<file path="src/rtl/alu_multicycle.sv">
`default_nettype none
// =============================================================================
// alu_multicycle : responder-side ALU. Single-cycle logic/shift/compare/add ops,
// iterative signed mul/div. Macro ALU_FAST_MUL_EN selects a one-cycle multiply.
// Revision: 1.0
// =============================================================================
module alu_multicycle #(
   parameter int XLEN = 32,
   parameter int ITER = 32
) (
   input  logic            clk,
   input  logic            rst_n,
   input  logic            start,
   input  logic [5:0]      aluctl,
   input  logic [XLEN-1:0] A,
   input  logic [XLEN-1:0] B,
   input  logic [4:0]      sh_amount,
   output logic            busy,
   output logic            alu_ready,
   output logic [XLEN-1:0] alu_out_data,
   output logic [XLEN-1:0] hi_out,
   output logic            zero,
   output logic            overflow,
   output logic            div_by_zero,
   output logic            illegal
);

   typedef enum logic [1:0] {S_IDLE, S_MUL, S_DIV, S_DONE} state_t;

   localparam logic [4:0] OP_MUL = 5'd12;
   localparam logic [4:0] OP_DIV = 5'd13;
   localparam logic [4:0] LAST   = 5'(ITER - 1);
`ifdef ALU_FAST_MUL_EN
   localparam bit FAST_MUL = 1'b1;
`else
   localparam bit FAST_MUL = 1'b0;
`endif

   state_t      state, next_state;
   logic [4:0]  op;
   logic        unused_imm;
   logic        accept, go_mul, go_div;

   assign op         = aluctl[5:1];
   assign unused_imm = aluctl[0];
   assign accept     = start && (state == S_IDLE || state == S_DONE);
   assign go_div     = (op == OP_DIV);
   assign go_mul     = (op == OP_MUL) && !FAST_MUL;
   assign busy       = (state == S_MUL) || (state == S_DIV);
   assign alu_ready  = (state == S_DONE);

   function automatic logic [31:0] mag(input logic [31:0] v);
      return v[31] ? -v : v;
   endfunction

   // ---------------- single-cycle datapath ----------------
   logic [31:0] sum, diff, sc_res, sc_hi;
   logic        sc_ovf, sc_ill;

   assign sum  = A + B;
   assign diff = A - B;

`ifdef ALU_FAST_MUL_EN
   logic signed [63:0] fast_prod;
   assign fast_prod = $signed(A) * $signed(B);
`endif

   always_comb begin
      sc_res = '0;
      sc_hi  = '0;
      sc_ovf = 1'b0;
      sc_ill = 1'b0;
      case (op)
         5'd0:  sc_res = A ^ B;
         5'd1:  sc_res = B << sh_amount;
         5'd2:  sc_res = A << B[4:0];
         5'd3:  sc_res = B >> sh_amount;
         5'd4:  begin
            sc_res = diff;
            sc_ovf = (A[31] != B[31]) && (diff[31] != A[31]);
         end
         5'd5:  sc_res = B >> A[4:0];
         5'd6, 5'd27: sc_res = {31'b0, $signed(A) < $signed(B)};
         5'd7:  sc_res = '0;
         5'd8:  sc_res = diff;
         5'd9:  sc_res = A | B;
         5'd10: sc_res = ~(A | B);
         5'd11: sc_res = sum;
         OP_MUL: begin
`ifdef ALU_FAST_MUL_EN
            sc_res = fast_prod[31:0];
            sc_hi  = fast_prod[63:32];
`endif
         end
         OP_DIV: sc_res = '0;
         5'd14: sc_res = A & B;
         5'd15: begin
            sc_res = sum;
            sc_ovf = (A[31] == B[31]) && (sum[31] != A[31]);
         end
         5'd16: sc_res = A;
         5'd17: sc_res = 32'($signed(B) >>> sh_amount);
         5'd18: sc_res = {31'b0, A == B};
         5'd19: sc_res = {31'b0, A != B};
         5'd20: sc_res = {31'b0, A[31] || (A == '0)};
         5'd21: sc_res = {31'b0, !A[31] && (A != '0)};
         5'd22: sc_res = {31'b0, !A[31]};
         5'd23, 5'd24, 5'd25, 5'd26: sc_res = sum;
         5'd28: sc_res = B << 16;
         default: sc_ill = 1'b1;
      endcase
   end

   // ---------------- iterative mul/div ----------------
   logic [4:0]  cnt;
   logic [31:0] mag_a;
   logic [63:0] prod;
   logic        neg_p;
   logic [31:0] dmag, quo, rem, div_a;
   logic        neg_q, neg_r, dz;

   // Shift-add: accumulate in the upper half while the multiplier shifts out below.
   logic [32:0] mul_sum;
   logic [63:0] prod_nx, mul_fin;
   assign mul_sum = {1'b0, prod[63:32]} + (prod[0] ? {1'b0, mag_a} : 33'd0);
   assign prod_nx = {mul_sum, prod[31:1]};
   assign mul_fin = neg_p ? -prod_nx : prod_nx;

   logic [32:0] rem_sh, trial;
   logic [31:0] rem_nx, quo_nx, q_fin, r_fin;
   assign rem_sh = {rem, quo[31]};
   assign trial  = rem_sh - {1'b0, dmag};
   assign rem_nx = trial[32] ? rem_sh[31:0] : trial[31:0];
   assign quo_nx = {quo[30:0], ~trial[32]};
   assign q_fin  = dz ? 32'hFFFF_FFFF : (neg_q ? -quo_nx : quo_nx);
   assign r_fin  = dz ? div_a : (neg_r ? -rem_nx : rem_nx);

   always_comb begin
      next_state = state;
      case (state)
         S_IDLE, S_DONE: begin
            if (start)
               next_state = go_div ? S_DIV : (go_mul ? S_MUL : S_DONE);
            else
               next_state = S_IDLE;
         end
         S_MUL, S_DIV: if (cnt == LAST) next_state = S_DONE;
         default: next_state = S_IDLE;
      endcase
   end

   always_ff @(posedge clk or negedge rst_n) begin
      if (!rst_n) begin
         state        <= S_IDLE;
         cnt          <= '0;
         mag_a        <= '0;
         prod         <= '0;
         neg_p        <= 1'b0;
         dmag         <= '0;
         quo          <= '0;
         rem          <= '0;
         div_a        <= '0;
         neg_q        <= 1'b0;
         neg_r        <= 1'b0;
         dz           <= 1'b0;
         alu_out_data <= '0;
         hi_out       <= '0;
         zero         <= 1'b0;
         overflow     <= 1'b0;
         div_by_zero  <= 1'b0;
         illegal      <= 1'b0;
      end else begin
         state <= next_state;
         if (accept) begin
            cnt <= '0;
            if (go_mul) begin
               mag_a <= mag(A);
               prod  <= {32'd0, mag(B)};
               neg_p <= A[31] ^ B[31];
            end else if (go_div) begin
               dmag  <= mag(B);
               quo   <= mag(A);
               rem   <= '0;
               div_a <= A;
               neg_q <= A[31] ^ B[31];
               neg_r <= A[31];
               dz    <= (B == '0);
            end else begin
               alu_out_data <= sc_res;
               hi_out       <= sc_hi;
               zero         <= (sc_res == '0);
               overflow     <= sc_ovf;
               div_by_zero  <= 1'b0;
               illegal      <= sc_ill;
            end
         end else if (state == S_MUL) begin
            prod <= prod_nx;
            cnt  <= cnt + 5'd1;
            if (cnt == LAST) begin
               alu_out_data <= mul_fin[31:0];
               hi_out       <= mul_fin[63:32];
               zero         <= (mul_fin[31:0] == '0);
               overflow     <= 1'b0;
               div_by_zero  <= 1'b0;
               illegal      <= 1'b0;
            end
         end else if (state == S_DIV) begin
            rem <= rem_nx;
            quo <= quo_nx;
            cnt <= cnt + 5'd1;
            if (cnt == LAST) begin
               alu_out_data <= q_fin;
               hi_out       <= r_fin;
               zero         <= (q_fin == '0);
               overflow     <= 1'b0;
               div_by_zero  <= dz;
               illegal      <= 1'b0;
            end
         end
      end
   end

endmodule
`default_nettype wire

</file>
<file path="config.mk">
export PLATFORM = sky130hd
export DESIGN_NAME = alu_multicycle
export DESIGN_NICKNAME = d
export VERILOG_FILES = /design/src/rtl/alu_multicycle.sv
export SDC_FILE = /design/constraint.sdc
export NUM_CORES = 2
export LEC_CHECK = 0
export CAP_MARGIN = 20
export CORE_ASPECT_RATIO = 0.8
export CORE_UTILIZATION = 45
export CTS_BUF_LIST = sky130_fd_sc_hd__clkbuf_8
export CTS_CLUSTER_SIZE = 10
export DETAILED_ROUTE_END_ITERATION = 6
export DONT_BUFFER_PORTS = 1
export SYNTH_ARGS = -nofsm -noshare
export SYNTH_HDL_FRONTEND = slang
export SYNTH_SLANG_ARGS = --single-unit
</file>
<file path="constraint.sdc">
create_clock -name clk -period 8 [get_ports clk]
set_clock_uncertainty 0.15 [all_clocks]
set_input_delay 1.6 -clock clk [delete_from_list [all_inputs] [get_ports clk]]
set_output_delay 1.6 -clock clk [all_outputs]
set_load 0.05 [all_outputs]
</file>
Word-level counts from Yosys, hierarchy flattened
Cells that the tools add are included.
{"block": "word_totals", "register_bits": 303, "latch_bits": 0, "ramBits": 0, "rom_bits": 0, "memories": 0}
{"block": "classes", "n_addsub": 10, "multipliers": 0, "n_div": 0, "order_cmp": 1, "eq_ne": 44, "shifts": 5, "mux": 73, "n_bitwise": 7, "reduce_logical": 32}
{"cell": "2-to-1 mux 32 bit", "count": 32}
{"cell": "case mux 32 bit (19 select lines)", "count": 1}
{"cell": "2-to-1 mux 64 bit", "count": 4}
{"cell": "zero test 32 bit", "count": 5}
{"cell": "negation 32 bit", "count": 4}
{"cell": "equality test 5 bit, second input constant", "count": 14}
{"cell": "negation 64 bit", "count": 1}
{"cell": "<< shifter 32 x 5 -> 32 bit", "count": 2}
{"cell": ">> shifter 32 x 5 -> 32 bit", "count": 2}
{"cell": "equality test 5 x 4 -> 1 bit, second input constant", "count": 8}
{"cell": "adder 32 x 32 -> 33 bit", "count": 1}
{"cell": "subtractor 33 x 32 -> 33 bit", "count": 1}
{"cell": "adder 32 bit", "count": 1}
{"cell": "AND 32 bit", "count": 1}
{"cell": "equality test 32 bit", "count": 1}
{"cell": "< comparator 32 bit", "count": 1}
{"cell": "inequality test 32 bit", "count": 1}
{"cell": "NOT 32 bit", "count": 1}
{"cell": "bitwise OR 32 bit", "count": 1}
{"cell": "nonzero test 32 bit", "count": 1}
{"cell": ">>> shifter 32 x 5 -> 32 bit", "count": 1}
{"cell": "subtractor 32 bit", "count": 1}
{"cell": "bitwise XOR 32 bit", "count": 1}
{"cell": "2-to-1 mux 1 bit", "count": 27}
{"cell": "29 further kinds", "count": 59}

Longest topological paths before layout
{"block": "logic_depth", "ltp_word": 10, "mapped_depth": 26}

Least setup slack after synthesis
No wires, ideal clock.
{"block": "synth_timing", "path_kind": "input to register", "startpoint": "in B[3]", "endpoint": "reg zero", "setup_ns": 0.095, "t_arrival_ns": 5.801, "t_required_ns": 7.755, "slack_ns": 1.953, "stages": 19, "path_buffers": 5, "path_cell_list": "clkbuf_1 -> inv_1 -> buf_1 -> clkbuf_1 -> buf_1 -> ha_1 -> clkbuf_1 -> a21o_1 -> a221o_1 -> o21ai_0 -> o311ai_0 -> a21o_1 -> a21oi_1 -> xnor2_1 -> a221oi_1 -> nand4_1 -> nor4_1 -> nand4b_1 -> o31ai_1"}
{"block": "synth_via", "elab_chain_cells": 7, "elab_cells_between_ends": 19, "cone_classes": "add/sub (2); order compare (1); eq/ne (2); shift (5); mux (4); bitwise (4); reduce/logical (1)"}
{"item": "start: declaration", "line_no": "16", "rtl": "input logic [XLEN-1:0] B,"}
{"item": "branches (longest 2 deep; another with adder 32 bit)"}
{"item": "case mux 32 bit (19 select lines) (*)", "line_no": "73", "rtl": "case (op)"}
{"item": "zero test 32 bit (*)", "line_no": "191", "rtl": "zero <= (sc_res == '0);"}
{"item": "2-to-1 mux 1 bit (*)", "line_no": "180", "rtl": "end else if (go_div) begin"}
{"item": "2-to-1 mux 1 bit (*)", "line_no": "176", "rtl": "if (go_mul) begin"}
{"item": "2-to-1 mux 1 bit (*)", "line_no": "174", "rtl": "if (accept) begin"}
{"item": "end signal: assignment", "line_no": "191"}
{"item": "end signal: assignment", "line_no": "202", "rtl": "zero <= (mul_fin[31:0] == '0);"}
{"item": "end signal: assignment", "line_no": "214", "rtl": "zero <= (q_fin == '0);"}
{"item": "end: declaration", "line_no": "22", "rtl": "output logic zero,"}
Mark *: on every way between the ends. The select of a mux whose other input is x is not followed.
A chain may end at the register's enable or synchronous reset.

Worst setup path in the final report
{"block": "layout_timing", "startpoint": "in aluctl[2]", "endpoint": "reg zero"}
{"block": "layout_via", "elab_chain_cells": 7, "elab_cells_between_ends": 39, "cone_classes": "eq/ne (29); mux (4); reduce/logical (6)"}
{"item": "start: declaration", "line_no": "14", "rtl": "input logic [5:0] aluctl,"}
{"item": "equality test 5 bit, or another cell as far along", "line_no": "73"}
{"item": "OR reduction 6 bit (no source line), or another cell as far along"}
{"item": "case mux 32 bit (19 select lines)", "line_no": "73"}
{"item": "zero test 32 bit", "line_no": "191"}
{"item": "2-to-1 mux 1 bit", "line_no": "180"}
{"item": "2-to-1 mux 1 bit", "line_no": "176"}
{"item": "2-to-1 mux 1 bit", "line_no": "174"}
Several ways; a longest one is shown, not always the timed one. The select of a mux whose other input is x is not followed.

==> impl_metrics.env <==
export IMPL_status="completed"
export IMPL_synth_edff_count=0
export IMPL_tns_ps=0
export IMPL_initial_detailed_routing_violation_count=8014
export IMPL_setup_slack_of_the_worst_register_to_register_path_ps=1430
export IMPL_die_height_um=256
export IMPL_worst_path_max_fanout=21
export IMPL_yosys_warnings=0
export IMPL_worst_ir_drop_vdd_v=0.000247
export IMPL_die_w_um=320
export IMPL_dr_pass1_iters=7
export IMPL_finalCriticalPeriod_ps=6640
export IMPL_clock_insertion_delay_worst_skew_ps=630
export IMPL_grt_remaining_overflow=0
export IMPL_grt_pass1_vias=35664
export IMPL_postCtsSetupRepairBufs=0
export IMPL_fraction_of_synthesis_flops_using_an_asynchronous_set_or_reset_pin_pct=100
export IMPL_yosys_top_cells_area="dfrtp_1, o21ai_0, nand2_1"
export IMPL_clkSlewWorstSetupHoldPaths_ps=70
export IMPL_num_vias=41769
export IMPL_globalplace_congestion=1.11
export IMPL_std_cell_rows=92
export IMPL_place_port_buffers=0
export IMPL_grt_setup_unrepaired="no"
export IMPL_grt_first_pass_wirelength_mm=284
export IMPL_layoutNonFillerInstCount=5678
export IMPL_drive_above_1_share_pct=9.01
export IMPL_required_ps=8380
export IMPL_ios=148
export IMPL_ys_types=99
export IMPL_postSynthNetCount=5083
export IMPL_gr_usage_all_layers_pct=48.7
export IMPL_hold_violations=0
export IMPL_dp_final_hpwl_mm=158
export IMPL_ctsHtreeMaxLevel=2
export IMPL_synth_area_leader_cell="dfrtp_1"
export IMPL_post_layout_total_power_mw=11.0
export IMPL_ff_latch_area_um2=7560
export IMPL_count_of_filler_cells_inserted_in_the_layout=7946
export IMPL_area_growth_synth_to_final_pct=5.38
export IMPL_cts_buffers_inserted=47
export IMPL_syn_inst=4830
export IMPL_grt_start_max_net_pins=303
export IMPL_post_cts_resized_instances=0
export IMPL_yosys_area_top_type_share_pct=20.8
export IMPL_finalMaxSlewViolations=0
export IMPL_dp_cells=5573
export IMPL_criticalPathCategory="in2reg"
export IMPL_antenna_violations_before_repair=27
export IMPL_max_cap_violations=0
export IMPL_ctsLongestPathBuffers=3
export IMPL_worst_slew_pin_slew_ps=1420
export IMPL_synth_cell_area_um2=36300
export IMPL_totalWireLength_mm=208
export IMPL_mostFrequentLayoutCell="nand2_1"
export IMPL_ys_seq_elements=302
export IMPL_power_leakage_nw=15.8
export IMPL_placed_cell_area_um2=37100
export IMPL_finish_net_count=4848
export IMPL_critPathLaunchType="input pin"
export IMPL_multi_input_area_um2=26700
export IMPL_drcViolationCount=0
export IMPL_timing_final_crit_share_pct=83.0
export IMPL_endpoint_kind="flip-flop"
export IMPL_maxSlewHeadroom_pct=5.37
export IMPL_most_common_layout_cells="nand2_1, o21ai_0, nor2_1"
export IMPL_post_synth_cell_area_avg_um2=7.52
export IMPL_routedWlPerCell_um=36.6
export IMPL_hold_path_class="reg2reg"
export IMPL_floorplan_core_area_um2=79300
export IMPL_final_setup_viol_count=0
export IMPL_cts_root_buffer_cell="clkbuf_8"
export IMPL_start_util_pct=45.8
export IMPL_holdBufCountCts=0
export IMPL_post_route_cell_area_um2=38300
export IMPL_cts_tree="built"
export IMPL_dieArea_um2=81900
export IMPL_fmax_mhz=151
export IMPL_routed_via_density=7.36
export IMPL_p_per_area_nw_per_um2=288
export IMPL_worst_ep_arrival_time_ps=7020
export IMPL_route_antenna_remaining_nets=0
export IMPL_postSynth_topFlopCell="dfrtp_1"
export IMPL_ys_seq_area_share_pct=20.8
export IMPL_clkSinkCount=302
cell usage after synthesis, drive strengths merged, types with 48 or more instances:
cell type and instances:
ha 171, buf 62, clkbuf 345, a21oi 345
nor3 128, nor4 53, xnor2 155, nand2b 69
or3 48, o211ai 66, nor2 378, and2 61
dfrtp 302, mux2i 139, o31ai 49, inv 176
mux4 78, a31oi 56, o21ai 453, xor2 72
nand3 111, mux2 65, a211oi 112, nand2 575
final cells by class:
type	count	share of cell area, %
clock inverter	25	0.810
inverter	178	1.74
clock buffer	58	2.08
multi-input combinational	3943	69.7
timing repair buffer	123	2.47
tap	1034	3.38
antenna	15	0.0980
sequential	302	19.7
cells by family (layout without fill, tap and decap cells):
family	after synthesis	count (layout)	synth area share [%]
AND/OR/NAND/NOR	1630	1630	21.2
AO/OA/AOI/OAI	1628	1628	29.6
buffers and inverters	585	384	6.11
flip-flops	302	302	20.8
multiplexers	282	282	10.7
XOR/XNOR	227	227	5.47
adder cells (fa/ha/maj)	176	176	6.13
other	0	15	0
critical path, stage by stage:
cell	delay (ps)
nor3b_2	840
nand2_1	760
a311oi_1	880
a22o_1	260
a221o_1	330
mux2i_1	130
a221oi_1	900
nand4_1	200
a2111o_1	430
nor4_1	280
nand4b_1	140
o31ai_1	260
metrics by stage:
step                      util [%]  setup slack, ps  hold slack [ps]
after global routing          48.3              987              342
after floorplan                  -             1950              290
final                         48.3             1360              329
after CTS                     48.1             1640              329
after detailed placement      46.8             1290              315
after global placement        46.7             1280              307
routing by layer:
| metal | GRT usage, % | vias to the layer above | share of wire (%) |
|---|---|---|---|
| li1 | - | 17486 | - |
| met1 | 71.5 | 20311 | 42 |
| met2 | 58.8 | 3428 | 35 |
| met3 | 25.2 | 510 | 18 |
| met4 | 15.4 | 34 | 3.8 |
| met5 | 2.51 | - | 0.30 |
power by group:
part	switching, mW	internal, mW
Sequential	0.818	2.01
Combinational	4.52	2.07
Clock	0.713	0.911
flip-flops by register name, summed over array words and instances (netlist names), 2 cells and up:
register / flops
alu_out_data: 32
prod: 64
cnt: 5
state: 2
quo: 32
div_a: 32
hi_out: 32
dmag: 32
mag_a: 32
rem: 32
path summary, 6_finish.rpt:
path                            from         endpoint  depth (start not counted)
min reg2reg                mag_a[22]        mag_a[22]                          2
max reg2reg                   rem[9]             zero                         21
max                        aluctl[2]             zero                         12
max in group asynchronous      rst_n  alu_out_data[0]                          0
min                        mag_a[22]        mag_a[22]                          2
min in group asynchronous      rst_n          rem[20]                          0
No activity file was read; power rests on OpenSTA's default activity.
